**config.mk**
```make
export PLATFORM = sky130hd
export DESIGN_NAME = uart_word_tx
export DESIGN_NICKNAME = d
export VERILOG_FILES = /design/src/rtl/uart_word_tx.sv
export SDC_FILE = /design/constraint.sdc
export NUM_CORES = 1
export LEC_CHECK = 0
export CAP_MARGIN = 15
export CELL_PAD_IN_SITES_DETAIL_PLACEMENT = 1
export CELL_PAD_IN_SITES_GLOBAL_PLACEMENT = 1
export CORE_MARGIN = 1
export CORE_UTILIZATION = 60
export CTS_BUF_LIST = sky130_fd_sc_hd__clkbuf_4
export DETAILED_ROUTE_END_ITERATION = 10
export DONT_BUFFER_PORTS = 1
export PLACE_DENSITY_LB_ADDON = 0.1
export SLEW_MARGIN = 10
export SYNTH_ARGS = -nofsm -noshare
export SYNTH_HDL_FRONTEND = slang
export SYNTH_SLANG_ARGS = --single-unit
export TNS_END_PERCENT = 30
```
**constraint.sdc**
```tcl
create_clock -name clk -period 5.55 [get_ports clk]
set_input_delay 0.555 -clock clk [delete_from_list [all_inputs] [get_ports clk]]
set_output_delay 0.555 -clock clk [all_outputs]
set_load 0.01 [all_outputs]
```
**src/rtl/uart_word_tx.sv**
```systemverilog
// Word-to-byte transmit front end for uart_tx: buffers 16-bit words in a FIFO and
// sends each as two bytes (low first) using the start_n / ready_to_send handshake.
module uart_word_tx #(
    parameter int DEPTH   = 8,
    parameter int TIMEOUT = 255
) (
    input  logic                     clk,
    input  logic                     rst,
    input  logic [15:0]              word_in,
    input  logic                     word_valid,
    output logic                     word_ready,
    output logic [7:0]               tx_byte,
    output logic                     tx_start_n,
    input  logic                     tx_ready,
    output logic                     busy,
    output logic [$clog2(DEPTH):0]   level,
    output logic [15:0]              words_sent,
    output logic [1:0]               dbg_state
);

    localparam int AW = $clog2(DEPTH);
    localparam int TW = (TIMEOUT < 2) ? 1 : $clog2(TIMEOUT + 1);
    localparam logic [AW:0]   PTR_ONE   = (AW + 1)'(1);
    localparam logic [TW-1:0] TIMER_ONE = TW'(1);
    localparam logic [TW-1:0] TIMER_END = TW'(TIMEOUT);

    // System side: word_in is taken on a rising edge where word_valid and word_ready
    // are both high. Line side: one low cycle on tx_start_n requests a byte, uart_tx
    // acknowledges by dropping tx_ready and signals completion by raising it again.
    typedef enum logic [1:0] {
        IDLE      = 2'd0,
        START     = 2'd1,
        WAIT_BUSY = 2'd2,
        WAIT_DONE = 2'd3
    } state_t;

    state_t        state_q, state_d;
    logic [AW:0]   wr_ptr_q, wr_ptr_d;
    logic [AW:0]   rd_ptr_q, rd_ptr_d;
    logic [15:0]   mem_q [DEPTH];
    logic [15:0]   word_reg_q, word_reg_d;
    logic [7:0]    tx_byte_q, tx_byte_d;
    logic          tx_start_n_q, tx_start_n_d;
    logic          byte_sel_q, byte_sel_d;
    logic [TW-1:0] timer_q, timer_d;
    logic [15:0]   words_sent_q, words_sent_d;

    logic          full;
    logic          empty;
    logic          push;
    logic [15:0]   head;

    always_comb begin
        empty = (wr_ptr_q == rd_ptr_q);
        full  = (wr_ptr_q[AW] != rd_ptr_q[AW]) && (wr_ptr_q[AW-1:0] == rd_ptr_q[AW-1:0]);
        // A full FIFO refuses the push even if the head leaves this same cycle.
        push  = word_valid && !full;
        head  = mem_q[rd_ptr_q[AW-1:0]];
    end

    always_comb begin
        state_d      = state_q;
        wr_ptr_d     = wr_ptr_q;
        rd_ptr_d     = rd_ptr_q;
        word_reg_d   = word_reg_q;
        tx_byte_d    = tx_byte_q;
        byte_sel_d   = byte_sel_q;
        timer_d      = timer_q;
        words_sent_d = words_sent_q;

        if (push) begin
            wr_ptr_d = wr_ptr_q + PTR_ONE;
        end

        case (state_q)
            IDLE: begin
                if (!empty && tx_ready) begin
                    rd_ptr_d   = rd_ptr_q + PTR_ONE;
                    word_reg_d = head;
                    tx_byte_d  = head[7:0];
                    byte_sel_d = 1'b0;
                    state_d    = START;
                end
            end
            START: begin
                timer_d = '0;
                state_d = WAIT_BUSY;
            end
            WAIT_BUSY: begin
                // No acknowledge within the window: pulse again with the same byte.
                if (!tx_ready) begin
                    state_d = WAIT_DONE;
                end else if (timer_q == TIMER_END) begin
                    state_d = START;
                end else begin
                    timer_d = timer_q + TIMER_ONE;
                end
            end
            WAIT_DONE: begin
                if (tx_ready) begin
                    if (!byte_sel_q) begin
                        tx_byte_d  = word_reg_q[15:8];
                        byte_sel_d = 1'b1;
                        state_d    = START;
                    end else begin
                        words_sent_d = words_sent_q + 16'd1;
                        state_d      = IDLE;
                    end
                end
            end
            default: state_d = IDLE;
        endcase

        tx_start_n_d = (state_d != START);
    end

    always_ff @(posedge clk or negedge rst) begin
        if (!rst) begin
            state_q      <= IDLE;
            wr_ptr_q     <= '0;
            rd_ptr_q     <= '0;
            word_reg_q   <= '0;
            tx_byte_q    <= '0;
            tx_start_n_q <= 1'b1;
            byte_sel_q   <= 1'b0;
            timer_q      <= '0;
            words_sent_q <= '0;
        end else begin
            state_q      <= state_d;
            wr_ptr_q     <= wr_ptr_d;
            rd_ptr_q     <= rd_ptr_d;
            word_reg_q   <= word_reg_d;
            tx_byte_q    <= tx_byte_d;
            tx_start_n_q <= tx_start_n_d;
            byte_sel_q   <= byte_sel_d;
            timer_q      <= timer_d;
            words_sent_q <= words_sent_d;
        end
    end

    // Storage needs no reset: entries are only read after being written.
    always_ff @(posedge clk) begin
        if (push) begin
            mem_q[wr_ptr_q[AW-1:0]] <= word_in;
        end
    end

    assign word_ready = !full;
    assign level      = wr_ptr_q - rd_ptr_q;
    assign busy       = (state_q != IDLE) || !empty;
    assign tx_byte    = tx_byte_q;
    assign tx_start_n = tx_start_n_q;
    assign words_sent = words_sent_q;
    assign dbg_state  = state_q;

endmodule

```
==> impl_metrics.toml, run 1 <==
[global_routing]
grt_overflow = 0
grt_pass1_wl_microns = 23120
grt_antenna_before_repair = 0
grt_pass1_vias = 4168
grt_max_degree = 53
track_usage = 0.2537

[clocking]
clk_root_buffer_cell = "clkbuf_4"
numCtsBuffers = 17
cts.reportedPaths.clkPinSlew_ns = 0.15
insertion_delay_ns = 0.58
htree_levels = 4
cts_tree = "done"
cts_sinks = 180
clock_path_buffers = 2

[placement]
gp_congestion = 0.7532
hpwl_microns = 9332
placed_cell_area_sq_um = 7503
portBuffers = 0
pre_cts_ws_ns = 1.980

[cells_and_area]
final_area_sq_um = 7883
final_nets = 491
antenna_cells = 0
area_growth_pct = 6.347
layout-drive-gt1-share = 0.1744

[synthesis]
synth_edf_count = 128
synth_cell_types = 47
yosysSeqAreaShare = 0.6943
synth_top_cell_by_area = "edfxtp_1"
synth_seq_cells = 180
yosys_warnings = 0
synthTopCellsByArea = "edfxtp_1, dfrtp_1, mux4_2"
syn-num-nets = 474
async_reset_ff_frac = 0.2889
avgSynthCellArea_sq_um = 16.62
syn_area_sq_um = 7412
ys_top_cells_by_count = "edfxtp_1, nand2_1, dfrtp_1"
yosys_most_used_dff = "edfxtp_1"
yosysMostFrequentCell = "edfxtp_1"
synth_top_cell_area_share = 0.5186
synth_cells = 446

[timing]
relSlewSlack = 0.5033
whs_ns = 0.05412
rsz0062_at_grt = "no"
finalCritPeriodShare = 0.6699
maxSlewViolCount = 0
fin_ws_ns = 1.832
worst_pin_slew_ns = 0.7442
hold_viol_final = 0
setup_tns_ns = 0
finClkSkew_ns = 0.01277
timing.fmax_ghz = 0.2690
setup_violations = 0
period_needed_ns = 3.718

[routing]
dr.first_iter.drc_count = 254
num_vias = 3863
wl_microns = 14580
ant_nets = 0
wl_per_cell_microns = 23.41
via_per_inst = 6.201
drtPass1Iterations = 4
drcViolationCount = 0

[die]
die_w_microns = 113.1
die_h_microns = 113.1
core-area_sq_um = 12010
io_pins = 53
rows = 40
start_util = 0.6171
die-area_sq_um = 12800

[worst_setup_path]
arrival_ns = 3.16
reg2reg_from = "rd_ptr_q[1]$_DFFE_PN0P_"
crit_path_end_kind = "primary output"
r2r_cells = 6
r2r-end = "mem_q[7][3]$_DFFE_PP_"
worstPathRequired_ns = 4.99
startpoint_type = "flop"
worstSetupPathType = "reg -> out"
worstPathMaxFanout = 20
r2r_slack_ns = 1.93

[hold_path]
min_path_cells = 0
min_to = "mem_q[6][14]$_DFFE_PP_"
min_from = "word_in[14]"
hp-class = "in -> reg"

[power_and_ir_drop]
switching_share = 0.3457
vdd_drop_max_v = 0.0003422
p_clk_frac = 0.189
leakage_nw = 2.934
powerDensity_nw_per_um2 = 483.2
p_switching_mw = 1.317
finalPower_mw = 3.809
p_seq_frac = 0.506
p_comb_frac = 0.305
p_int_mw = 2.492

[job]
max_cap_viol_count = 0

[run_status]
status = "finished clean"
[worst max-delay path, cell delays in order (launching register included)]
cell and delay (ns):
dfrtp_1 0.81, clkinv_1 0.68, ha_1 0.51, a21o_1 0.19
a21oi_1 0.18, xnor2_1 0.21
[layout make-up]
class | count | area [sq um]
Clock buffer | 17 | 127.6
Multi-Input combinational cell | 234 | 2052
Inverter | 12 | 45.04
Fill cell | 1065 | 4129
Clock inverter | 15 | 153.9
Sequential cell | 180 | 5147
Timing Repair Buffer | 18 | 172.7
Tap cell | 147 | 183.9
[routing by layer]
metal | part of all wire | vias up | global-route usage
li1 | - | 1725 | -
met1 | 0.40 | 2016 | 0.3050
met2 | 0.52 | 97 | 0.4278
met3 | 0.055 | 25 | 0.07445
met4 | 0.026 | 0 | 0.1132
met5 | 0 | - | 0
[power groups by stage]
stage,sequential (mW),clock [mW],combinational [mW]
after floorplan,1.86,0,0.975
after global placement,1.94,0,1.13
after detailed placement,1.95,0,1.17
after CTS,1.93,0.743,1.19
after global routing,1.96,0.779,1.28
final,1.93,0.719,1.16
[registers in the layout (all words and copies together) (netlist names)]
name and cells:
mem_q 128, byte_sel_q 1, words_sent 16, wr_ptr_q 4, tx_start_n 1, dbg_state 2
rd_ptr_q 4, word_reg_q 8, timer_q 8, tx_byte 8
[cells in the final DEF, fill, tap and decap left out, drive strengths merged, types with 9 or more instances in the layout]
| cell | synthesis | final |
|---|---|---|
| edfxtp | 128 | 128 |
| nand2 | 57 | 57 |
| dfrtp | 51 | 51 |
| mux4 | 32 | 32 |
| xnor2 | 21 | 21 |
| nand3 | 18 | 18 |
| nor2 | 17 | 17 |
| clkbuf | 0 | 17 |
| inv | 11 | 15 |
| a21oi | 12 | 12 |
| buf | 20 | 11 |
| a21o | 9 | 9 |
[how the worst max path moves through the flow]
stage,to,start,slack [ns],cells after the start
2_1_floorplan,mem_q[0][0]$_DFFE_PP_,rd_ptr_q[1]$_DFFE_PN0P_,2.31,8
5_1_grt,level[3],rd_ptr_q[1]$_DFFE_PN0P_,1.65,5
4_1_cts,level[3],rd_ptr_q[1]$_DFFE_PN0P_,1.79,5
6_report,level[3],rd_ptr_q[1]$_DFFE_PN0P_,1.83,5
3_5_place_dp,mem_q[7][14]$_DFFE_PP_,rd_ptr_q[1]$_DFFE_PN0P_,1.98,6
3_3_place_gp,mem_q[7][11]$_DFFE_PP_,rd_ptr_q[1]$_DFFE_PN0P_,2.09,6
[cell families after synthesis]
group,after synthesis,share of synthesized area
buffers and inverters,32,0.03022
adder cells (fa/ha/maj),8,0.01452
AO/OA/AOI/OAI,44,0.04507
XOR/XNOR,28,0.03309
multiplexers,36,0.1069
flip-flops,180,0.6943
AND/OR/NAND/NOR,118,0.07596
[timing repair]
action / in CTS / in global routing
hold buffers: 8 / 0
gates resized for setup: 0 / 0
setup buffers: 0 / 0
endpoints found under the hold margin: 69 / 0
[metrics by stage]
step	instances	util
after detailed placement	583	0.6247
final	623	0.6563
after global routing	623	0.6563
after global placement	583	0.6247
after CTS	623	0.6563
after floorplan	446	-
Power figures use the tool's default switching activity.
==> inputs of run 2 (changes only) <==
- CORE_UTILIZATION: 60 -> 56
- clock period: 5.55 -> 3.7 ns (I/O delays scaled with it)
==> run 2 against run 1 <==
Largest power group unchanged. Highest routed layer unchanged. Clock-buffer cell count did not move. Flip-flop and latch count did not move. Worst hold slack improved by 0.030 ns.
==> impl_metrics.toml, run 2 (synthesis gave the netlist of run 1 again) <==
[routing]
wl_microns = 14670
drcViolationCount = 0
num_vias = 3918
ant_nets = 0
via_per_inst = 5.918
wl_per_cell_microns = 22.15
drtPass1Iterations = 5
dr.first_iter.drc_count = 235

[power_and_ir_drop]
p_seq_frac = 0.496
p_int_mw = 3.773
p_switching_mw = 1.995
p_clk_frac = 0.193
p_comb_frac = 0.311
leakage_nw = 3.006
vdd_drop_max_v = 0.0005042
switching_share = 0.3459
powerDensity_nw_per_um2 = 715.2

[worst_setup_path]
r2r_slack_ns = 0.84
r2r_cells = 8
arrival_ns = 3.07
crit_path_end_kind = "flop"
startpoint_type = "flop"
reg2reg_from = "rd_ptr_q[1]$_DFFE_PN0P_"
r2r-end = "mem_q[7][14]$_DFFE_PP_"
worstSetupPathType = "reg -> reg"
worstPathRequired_ns = 3.90
worstPathMaxFanout = 20

[clocking]
cts_tree = "done"
cts_hold_buf = 20
insertion_delay_ns = 0.56
htree_levels = 4
clock_path_buffers = 2
numCtsBuffers = 17
cts.reportedPaths.clkPinSlew_ns = 0.15
cts_sinks = 180
post_cts_resized = 0
clk_root_buffer_cell = "clkbuf_4"
postCtsSetupBuffers = 0

[cells_and_area]
area_growth_pct = 8.812
layout_common_cells = "edfxtp_1, nand2_1, dfrtp_1, mux4_2, xnor2_1"
antenna_cells = 0
largest_register_ffs = 128
nFillCells = 1140
instances_no_fill = 662
final_common_cell = "edfxtp_1"
layout-drive-gt1-share = 0.1776
final_nets = 505

[placement]
hpwl_microns = 9749
dp.cells = 610
gp_congestion = 0.8158
portBuffers = 0

[global_routing]
grt_overflow = 0
track_usage = 0.2361
grt_antenna_before_repair = 0
grt_max_degree = 53
grt_pass1_vias = 4105
grt_pass1_wl_microns = 22540

[timing]
worst_pin_slew_ns = 0.7410
period_needed_ns = 2.863
maxSlewViolCount = 0
timing.fmax_ghz = 0.3493
rsz0062_at_grt = "no"
setup_violations = 0
relSlewSlack = 0.5055
setup_tns_ns = 0
finalCritPeriodShare = 0.7738
hold_viol_final = 0
finClkSkew_ns = 0.01652
whs_ns = 0.08450

[hold_path]
min_to = "byte_sel_q$_DFFE_PN0P_"
min_path_cells = 2
hp-class = "in -> reg"
min_from = "tx_ready"

[die]
rows = 41
die_w_microns = 117.0
die_h_microns = 117.0
core-area_sq_um = 12770
die-area_sq_um = 13700
io_pins = 53
start_util = 0.5803

[job]
max_cap_viol_count = 0

[run_status]
status = "finished clean"
==> run 2: cell types whose count changed in the layout (fill, tap and decap cells not counted), sizes merged <==
| cell | change |
|---|---|
| dlygate4sd3 | +12 |
| clkinv | -3 |
| inv | +3 |
| buf | +2 |
==> run 2: worst max path at each step <==
stage	start	to	slack [ns]	depth (start not counted)
2_1_floorplan	rd_ptr_q[1]$_DFFE_PN0P_	mem_q[0][0]$_DFFE_PP_	0.46	8
3_3_place_gp	rd_ptr_q[1]$_DFFE_PN0P_	mem_q[7][9]$_DFFE_PP_	0.99	8
3_5_place_dp	rd_ptr_q[1]$_DFFE_PN0P_	mem_q[7][14]$_DFFE_PP_	0.84	8
4_1_cts	rd_ptr_q[1]$_DFFE_PN0P_	mem_q[7][10]$_DFFE_PP_	0.79	8
5_1_grt	rd_ptr_q[1]$_DFFE_PN0P_	mem_q[7][14]$_DFFE_PP_	0.62	8
6_report	rd_ptr_q[1]$_DFFE_PN0P_	mem_q[7][14]$_DFFE_PP_	0.84	8
==> run 2: power by group through the flow <==
stage	clock (mW)	sequential [mW]	combinational [mW]
final	1.11	2.86	1.79
after global routing	1.21	2.91	1.97
after CTS	1.15	2.87	1.83
after detailed placement	0	2.91	1.78
after global placement	0	2.88	1.72
after floorplan	0	2.79	1.46
==> run 2: per-stage QoR <==
stage | area [sq um] | utilization | setup slack [ns] | power (mW)
floorplan | 7412 | - | 0.4649 | 4.257
global placement | 7550 | 0.5910 | 0.9892 | 4.597
detailed placement | 7550 | 0.5910 | 0.8395 | 4.689
CTS | 8065 | 0.6314 | 0.7914 | 5.846
global route | 8065 | 0.6314 | 0.6176 | 6.091
finish | 8065 | 0.6314 | 0.8368 | 5.768
==> run 2: worst max-delay path, stage by stage (launching register included) <==
cell and delay, ns:
dfrtp_1 0.35, buf_4 0.24, clkinv_1 0.10, buf_4 0.20, ha_1 0.31, nand3_1 0.23, o21ai_1 0.12, or3_1 0.37
inv_1 0.56
==> run 2: layer usage <==
| metal | global-route usage | share of wire |
|---|---|---|
| met5 | 0 | 0 |
| met1 | 0.3160 | 0.44 |
| met2 | 0.3771 | 0.48 |
| met4 | 0.06076 | 0.0091 |
| met3 | 0.07827 | 0.068 |
==> run 2: cell type report <==
| type | instances | area, sq um | area share |
|---|---|---|---|
| sequential | 180 | 5147 | 0.6382 |
| multi-input combinational | 234 | 2052 | 0.2544 |
| timing repair buffer | 32 | 307.8 | 0.03816 |
| tap | 172 | 215.2 | 0.02668 |
| clock inverter | 15 | 170.2 | 0.02110 |
| clock buffer | 17 | 127.6 | 0.01582 |
| inverter | 12 | 45.04 | 0.005585 |
